## src/rtl/comb_decim_combiner.sv

```systemverilog
// rtl/comb_decim_combiner.sv - decimation-by-8 combiner: phase tagging, pipelined branch adder tree, round/shift/saturate
module comb_decim_combiner #(
  parameter int IN_W       = 17,
  parameter int OUT_W      = 12,
  parameter int SHIFT      = 8,
  parameter int BRANCH_LAT = 3
) (
  input  logic                    clk,
  input  logic                    rst_n,
  input  logic                    in_valid,
  input  logic                    phase_clr,
  input  logic [8*IN_W-1:0]       branch_bus,
  output logic signed [OUT_W-1:0] out_dec,
  output logic                    out_valid,
  output logic                    out_sat,
  output logic [2:0]              phase
);

  localparam int TW = IN_W + 4;
  localparam logic signed [TW-1:0] RND  = TW'(1) <<< (SHIFT - 1);
  localparam logic signed [TW-1:0] MAXV = TW'((1 << (OUT_W - 1)) - 1);
  localparam logic signed [TW-1:0] MINV = ~MAXV;

  logic [2:0]              phase_q, phase_d;
  logic                    tag_d;
  logic [BRANCH_LAT-1:0]   tag_q;
  logic signed [IN_W-1:0]  br [8];
  logic signed [IN_W:0]    s1_q [4];
  logic signed [IN_W:0]    s1_d [4];
  logic signed [IN_W+1:0]  s2_q [2];
  logic signed [IN_W+1:0]  s2_d [2];
  logic signed [IN_W+2:0]  s3_q, s3_d;
  logic                    v1_q, v2_q, v3_q;
  logic signed [TW-1:0]    t, q;
  logic signed [OUT_W-1:0] out_dec_q, out_dec_d;
  logic                    out_sat_q, out_sat_d, out_valid_q;

  // A phase_clr sample always counts as phase 0, so it can never produce a tag.
  always_comb begin
    phase_d = phase_q;
    tag_d   = 1'b0;
    if (phase_clr) begin
      phase_d = in_valid ? 3'd1 : 3'd0;
    end else if (in_valid) begin
      phase_d = phase_q + 3'd1;
      tag_d   = (phase_q == 3'd7);
    end
  end

  always_comb begin
    for (int i = 0; i < 8; i++) br[i] = $signed(branch_bus[i*IN_W +: IN_W]);
    for (int j = 0; j < 4; j++) s1_d[j] = (IN_W+1)'(br[2*j]) + (IN_W+1)'(br[2*j+1]);
    for (int j = 0; j < 2; j++) s2_d[j] = (IN_W+2)'(s1_q[2*j]) + (IN_W+2)'(s1_q[2*j+1]);
    s3_d = (IN_W+3)'(s2_q[0]) + (IN_W+3)'(s2_q[1]);
  end

  // Adding half an LSB before the arithmetic shift rounds ties toward +inf.
  always_comb begin
    t = TW'(s3_q) + RND;
    q = t >>> SHIFT;
    out_sat_d = 1'b0;
    out_dec_d = q[OUT_W-1:0];
    if (q > MAXV) begin
      out_dec_d = MAXV[OUT_W-1:0];
      out_sat_d = 1'b1;
    end else if (q < MINV) begin
      out_dec_d = MINV[OUT_W-1:0];
      out_sat_d = 1'b1;
    end
  end

  always_ff @(posedge clk) begin
    if (!rst_n) begin
      phase_q     <= '0;
      tag_q       <= '0;
      for (int j = 0; j < 4; j++) s1_q[j] <= '0;
      for (int j = 0; j < 2; j++) s2_q[j] <= '0;
      s3_q        <= '0;
      v1_q        <= 1'b0;
      v2_q        <= 1'b0;
      v3_q        <= 1'b0;
      out_dec_q   <= '0;
      out_sat_q   <= 1'b0;
      out_valid_q <= 1'b0;
    end else begin
      phase_q  <= phase_d;
      tag_q[0] <= tag_d;
      for (int i = 1; i < BRANCH_LAT; i++) tag_q[i] <= tag_q[i-1];
      v1_q <= tag_q[BRANCH_LAT-1];
      if (tag_q[BRANCH_LAT-1]) begin
        for (int j = 0; j < 4; j++) s1_q[j] <= s1_d[j];
      end
      v2_q <= v1_q;
      if (v1_q) begin
        for (int j = 0; j < 2; j++) s2_q[j] <= s2_d[j];
      end
      v3_q <= v2_q;
      if (v2_q) s3_q <= s3_d;
      out_valid_q <= v3_q;
      if (v3_q) begin
        out_dec_q <= out_dec_d;
        out_sat_q <= out_sat_d;
      end
    end
  end

  assign out_dec   = out_dec_q;
  assign out_sat   = out_sat_q;
  assign out_valid = out_valid_q;
  assign phase     = phase_q;

endmodule

```

## config.mk

```make
export PLATFORM = sky130hd
export DESIGN_NAME = comb_decim_combiner
export DESIGN_NICKNAME = d
export VERILOG_FILES = /design/src/rtl/comb_decim_combiner.sv
export SDC_FILE = /design/constraint.sdc
export NUM_CORES = 1
export LEC_CHECK = 0
export ABC_AREA = 1
export BUFFER_PORTS_ARGS = -buffer_cell sky130_fd_sc_hd__buf_4
export CAP_MARGIN = 5
export CORE_MARGIN = 5
export CORE_UTILIZATION = 30
export DETAILED_ROUTE_END_ITERATION = 12
export PLACE_DENSITY_LB_ADDON = 0.12
export SETUP_SLACK_MARGIN = 0.4
export SKIP_CTS_REPAIR_TIMING = 1
export SYNTH_ARGS = -nofsm -noshare
export SYNTH_HDL_FRONTEND = slang
export SYNTH_SLANG_ARGS = --single-unit
```

## constraint.sdc

```tcl
create_clock -name clk -period 5.65 [get_ports clk]
set_clock_uncertainty 0.2 [all_clocks]
set_input_delay 0.2825 -clock clk [delete_from_list [all_inputs] [get_ports clk]]
set_output_delay 0.2825 -clock clk [all_outputs]
set_load 0.02 [all_outputs]
```

==> results of run 1 <==
==> placed cells by master, fill, tap and decap left out, types with 2 or more instances in the layout <==
cell type	n
clkbuf_16	17
clkinv_1	3
nand3_1	106
nor2_4	2
o22ai_1	2
or2_2	3
nand2_2	3
inv_6	4
inv_2	2
clkinv_4	2
nand2_4	2
o21ai_0	97
buf_4	159
clkinvlp_4	3
xor2_1	9
o21a_1	21
o21bai_1	16
o21ai_1	4
inv_1	179
dlygate4sd3_1	3
nand3b_1	6
nand2_1	412
xnor2_1	4
fa_1	6
nor2_1	244
a21o_1	6
nor4_1	2
nand4_1	17
dfxtp_1	36
edfxtp_1	110
a31oi_1	4
nor3_1	14
and2_1	2
a21boi_0	6
a21oi_1	202
ha_1	125
==> worst max-delay path: cells and delay by family (launching register included) <==
kind	cells	cell delay [ps]
DFF	1	370
AOI/OAI and AO/OA	2	390
and+or+nand+nor	6	580
adders and majority gates	2	720
==> stage by stage <==
step / cells / total power [mW] / hold WS (ps)
global placement: 2334 / 1.85 / 204
finish: 2369 / 2.91 / 6.61
floorplan: 1670 / 1.62 / 190
global route: 2369 / 3.08 / 14.6
CTS: 2366 / 2.94 / -93.6
detailed placement: 2334 / 1.84 / 210
==> registers in the layout (all words and copies together), names as in the netlist <==
| signal | count |
|---|---|
| out_dec | 12 |
| out_sat | 1 |
| out_valid | 1 |
| phase | 3 |
| s1_q | 72 |
| s2_q | 38 |
| s3_q | 13 |
| tag_q | 3 |
| v1_q | 1 |
| v2_q | 1 |
| v3_q | 1 |
==> layout make-up <==
cell class                 instances  area, um2
tap                              525        657
sequential                       146       4020
inverter                         183        687
clock inverter                    14        130
timing repair buffer             162       1220
fill                            4290      25200
clock buffer                      18        429
multi-input combinational       1321       7110
==> path summary, 6_finish.rpt <==
| kind | startpoint | endpoint | slack [ps] | cells past startpoint |
|---|---|---|---|---|
| worst max-delay path | s1_q[3][0] | s2_q[0][33] | 3150 | 10 |
| worst min-delay path | rst_n | tag_q[2] | 7 | 3 |
| worst max register to register | s1_q[3][0] | s2_q[0][33] | 3150 | 10 |
| worst min register to register | tag_q[1] | tag_q[2] | 220 | 2 |
==> power breakdown <==
group | switching [mW] | leakage [nW] | internal [mW]
registers | 0.0160 | 1.43 | 1.18
clock network | 0.474 | 0.263 | 0.611
logic | 0.389 | 5.02 | 0.240
==> kinds of logic (layout without fill, tap and decap cells) <==
kind of cell | after synthesis | count (layout)
AND/OR/NAND/NOR | 817 | 817
AO/OA/AOI/OAI | 360 | 360
buffers and inverters | 203 | 377
flip-flops | 146 | 146
adder cells (fa/ha/maj) | 131 | 131
XOR/XNOR | 13 | 13
==> routing by layer <==
metal  part of all wire (%)  vias to the layer above  routed length, um  GRT usage (%)
met4                   0.86                        0                291           3.15
met3                    3.3                       13               1100           1.86
li1                       -                     5964                  -              -
met1                     52                     5029              17400           22.6
met2                     44                      181              15000           24.1
met5                      0                        -                  0              0
==> summary.txt, run 1 <==
Run status
  – Outcome: completed

Final layout
  – Nets: 2,102
  – Design Area, Final: 14,300 um2
  – Fraction of layout cells with a size suffix above 1: 11.2%
  – Syn-to-layout area delta: 19.9%
  – N_diodes: 0
  – Post-layout util: 36.1%

Synthesis
  – Adder-cell share of the synthesized area: 14.2%
  – Ys async rst share: 0%
  – Synthesized instance count: 1,670
  – Synth Net Count: 1,941
  – Cell Area, Synth: 11,900 um2
  – Simple-gate portion of the synthesized area: 28.3%
  – Post-synth EDFFs: 110
  – Prevailing post-synth register cell: edfxtp_1
  – Yosys top cell area share: 27.8%
  – Most frequent cell after synthesis: nand2_1
  – Synth Area in Compound Gates: 16.4%
  – Synth area leaders: edfxtp_1 28%, ha_1 13%, nand2_1 13%
  – Largest family of logic cells by synthesized area: simple AND/OR/NAND/NOR gates
  – Sequential element share of the synthesized area: 33.8%
  – Distinct cells, synth: 39
  – Post-Syn Area per Cell: 7.13 um2
  – Post-Synth XOR/XNOR Area: 0.957%
  – Multiplexer area fraction after synthesis: 0%
  – Ys Warns: 0
  – Top cells by count, synth: 412 x nand2_1, 244 x nor2_1, 202 x a21oi_1
  – Synth area leader: edfxtp_1
  – Post-synthesis sequential element count: 146

CTS
  – TritonCTS buffer count: 17
  – CTS Sinks: 146
  – Register clock-pin slew on the reported worst setup and hold paths: 70 ps
  – CTS tree: done
  – H-tree Lvls: 4
  – Clock insertion delay at the later pin of the skew report: 430 ps
  – CTS Buffer Depth: 2
  – CTS root buf: clkbuf_16

STA
  – Setup TNS: 0 ps
  – Slew HR: 37.5%
  – Setup-failing EPs final: 0
  – Fmax: 400 MHz
  – Setup ws final: 3150 ps
  – Fin. max-slew vios: 0
  – Minimum clock period: 2500 ps
  – Fin. Hold Viols: 0
  – Fin crit share: 44.2%
  – RSZ-0062 raised after global routing: no
  – Worst slew pin tran: 936 ps

GRT
  – First-pass GRT wire length: 55.2 mm
  – Vias in the first global route: 10,900
  – Pin count of the biggest net entering global routing: 42
  – Antenna violations before repair: 0
  – GRT Resource Usage Total: 15.3%
  – Total gr overflow: 0

Drt
  – Antenna Nets Post-Route: 0
  – DRC errors left: 0
  – Final wirelength: 33.8 mm
  – DR pass1 iterations: 7
  – Initial DRC Count: 587
  – DR vias: 11,200
  – Drt wl/cell: 14.3 um
  – Vias per inst: 4.72

Setup path
  – Endpoint class of the critical path: flop
  – Data arrival time of the critical path: 2490 ps
  – Most common cell on crit path: nor2_1
  – CP startpoint kind: flop
  – CP required: 5640 ps
  – Largest stage delay, worst path: 450 ps
  – Critical-path cell list: ha_1, fa_1, nand2_1, nand2_1, o21ai_0, nor2_1, nor2_1, o21ai_0, nor2_1, nor2_1
  – CP max FO: 4
  – Crit-path slowest cell: fa_1
  – Critical path class: reg -> reg

Die
  – Die H: 209 um
  – DIE AREA: 43,700 um2
  – Die Wd: 209 um
  – Std cell rows: 73
  – Core area: 39,500 um2
  – Starting Density: 30.2%
  – Boundary Pins: 157

Power and ir drop
  – Pleak: 6.71 nW
  – PwrDens: 204 nW/um2
  – Peak supply drop: 0.000184 V

Placement
  – I/O Buffers: 156
  – Detailed Place HPWL: 27.9 mm
  – Pre-CTS WS: 2860 ps
  – DP Area: 13,700 um2
  – Final estimated routing congestion in global placement: 0.865

Min path
  – Hold Path Class: in -> reg

Job
  – Max_cap viols: 0
No activity file was read; power rests on OpenSTA's default activity.
==> run 2: changes to the inputs <==
clock period = 2.2 ns   (was 5.65 ns; I/O delays follow)
==> summary.txt, run 2 (synthesis gave the netlist of run 1 again) <==
Min path
  – Hold Path Class: in -> reg

STA
  – Worst slew pin tran: 717 ps
  – Minimum clock period: 2130 ps
  – RSZ-0062 raised after global routing: yes
  – Fin. Hold Viols: 9
  – Fmax: 470 MHz
  – Fin. max-slew vios: 0
  – Setup-failing EPs final: 0
  – Fin crit share: 96.8%
  – Slew HR: 52.1%
  – Hold slack: -34.9 ps

Run status
  – Violated checks: hold timing
  – Outcome: finished with violations

Power and ir drop
  – Switching share of power: 29.9%
  – Pleak: 7.58 nW
  – Final Power: 8.16 mW
  – Int Power: 5.72 mW
  – Net Sw Power: 2.44 mW
  – Clock power share: 36.0%
  – PwrDens: 476 nW/um2
  – Reg power frac: 37.9%
  – Peak supply drop: 0.000368 V
  – Combinational fraction of design power: 26.1%

Final layout
  – Largest registers: s1_q: 72 flops, s2_q: 38 flops, s3_q: 13 flops
  – Multi-input gate area: 9030 um2
  – Nets: 2,206
  – Largest register FFs: 72
  – Post-layout util: 43.4%
  – Most common cell after layout, fill and taps aside: nand2_1
  – Fraction of layout cells with a size suffix above 1: 32.7%
  – Most frequent cells in the layout: 321 x nand2_1, 245 x buf_4, 204 x nor2_1
  – Fillers: 4,023
  – Biggest register: s1_q
  – N_diodes: 0
  – Design Area, Final: 17,100 um2
  – Fin cells: 2,473
  – Syn-to-layout area delta: 44.0%
  – Sequential cell area: 4050 um2

Drt
  – Drt wl/cell: 15.0 um
  – Vias per inst: 4.79
  – Antenna Nets Post-Route: 0
  – Initial DRC Count: 577
  – DR vias: 11,800
  – DRC errors left: 0
  – Final wirelength: 37.1 mm
  – DR pass1 iterations: 5

Placement
  – Detailed Place HPWL: 29.7 mm
  – Final estimated routing congestion in global placement: 0.876
  – I/O Buffers: 156
  – DP Area: 14,400 um2
  – DP Cell Count: 2,387

CTS
  – TritonCTS buffer count: 17
  – Register clock-pin slew on the reported worst setup and hold paths: 60 ps
  – CTS Sinks: 146
  – Clock insertion delay at the later pin of the skew report: 430 ps
  – CTS tree: done
  – CTS root buf: clkbuf_16
  – CTS Buffer Depth: 2
  – H-tree Lvls: 4

Setup path
  – CP startpoint kind: flop
  – CP max FO: 4
  – CP required: 2180 ps
  – Endpoint class of the critical path: flop
  – Data arrival time of the critical path: 2110 ps
  – Critical path class: reg -> reg

Die
  – Std cell rows: 73
  – Die H: 209 um
  – Starting Density: 30.2%
  – Die Wd: 209 um
  – Core area: 39,500 um2
  – Boundary Pins: 157
  – DIE AREA: 43,700 um2

GRT
  – First-pass GRT wire length: 57.6 mm
  – GRT met2 Usage: 25.0%
  – Total gr overflow: 0
  – Pin count of the biggest net entering global routing: 39
  – Routing usage on met1: 23.8%
  – GRT Resource Usage Total: 16.0%
  – Antenna violations before repair: 1
  – GR peak layer: met2
  – Vias in the first global route: 11,300
  – GR Util met3: 1.89%

Job
  – Max_cap viols: 0
run 2: cell count changes in the layout (fill, tap and decap cells not counted), sizes merged:
cell | previous run | this run
clkinv | 6 | 3
clkbuf | 18 | 23
dlygate4sd3 | 3 | 9
buf | 159 | 257
clkinvlp | 4 | 1
inv | 186 | 187
run 2: path summary, 6_finish.rpt:
path                            startpoint     endpoint  slack, ps  cells after the start
worst min-delay path                 rst_n         v1_q        -30                      3
worst min register to register    tag_q[0]     tag_q[1]        220                      2
worst max-delay path            s1_q[0][0]  s2_q[0][12]         70                     10
worst max register to register  s1_q[0][0]  s2_q[0][12]         70                     10
run 2: critical path: stages (launching register included):
cell and delay (ps):
edfxtp_1 410, ha_4 190, fa_2 420, nand3_2 80, nand2_2 70, nand2_1 80
nand2_2 100, nand2_2 80, o21bai_1 90, nor2_1 110, nor2_1 50
run 2: power by group through the flow:
stage | Clock, mW | Combinational, mW | Sequential, mW
6_report | 2.94 | 2.13 | 3.09
5_1_grt | 3.14 | 2.38 | 3.09
4_1_cts | 3.02 | 1.77 | 3.07
3_5_place_dp | 0 | 1.76 | 3.13
3_3_place_gp | 0 | 1.76 | 3.13
2_1_floorplan | 0 | 1.11 | 3.11
run 2: cell type report:
cell class | count | area share (%)
inverter | 183 | 4.06
multi-input combinational | 1321 | 52.7
clock buffer | 23 | 2.99
tap | 525 | 3.83
clock inverter | 9 | 0.518
sequential | 146 | 23.6
timing repair buffer | 266 | 12.3
run 2: routing by layer:
| metal | wire length [um] | share of wire (%) |
|---|---|---|
| met1 | 18900 | 51 |
| met2 | 17000 | 46 |
| met3 | 794 | 2.1 |
| met4 | 399 | 1.1 |
| met5 | 0 | 0 |
run 2: stage by stage:
stage               setup WS (ps)  TNS [ps]
finish                       71.2         0
global route                -28.1     -59.1
CTS                         -45.4     -50.1
detailed placement          -82.0      -115
global placement             -114      -159
floorplan                     226         0
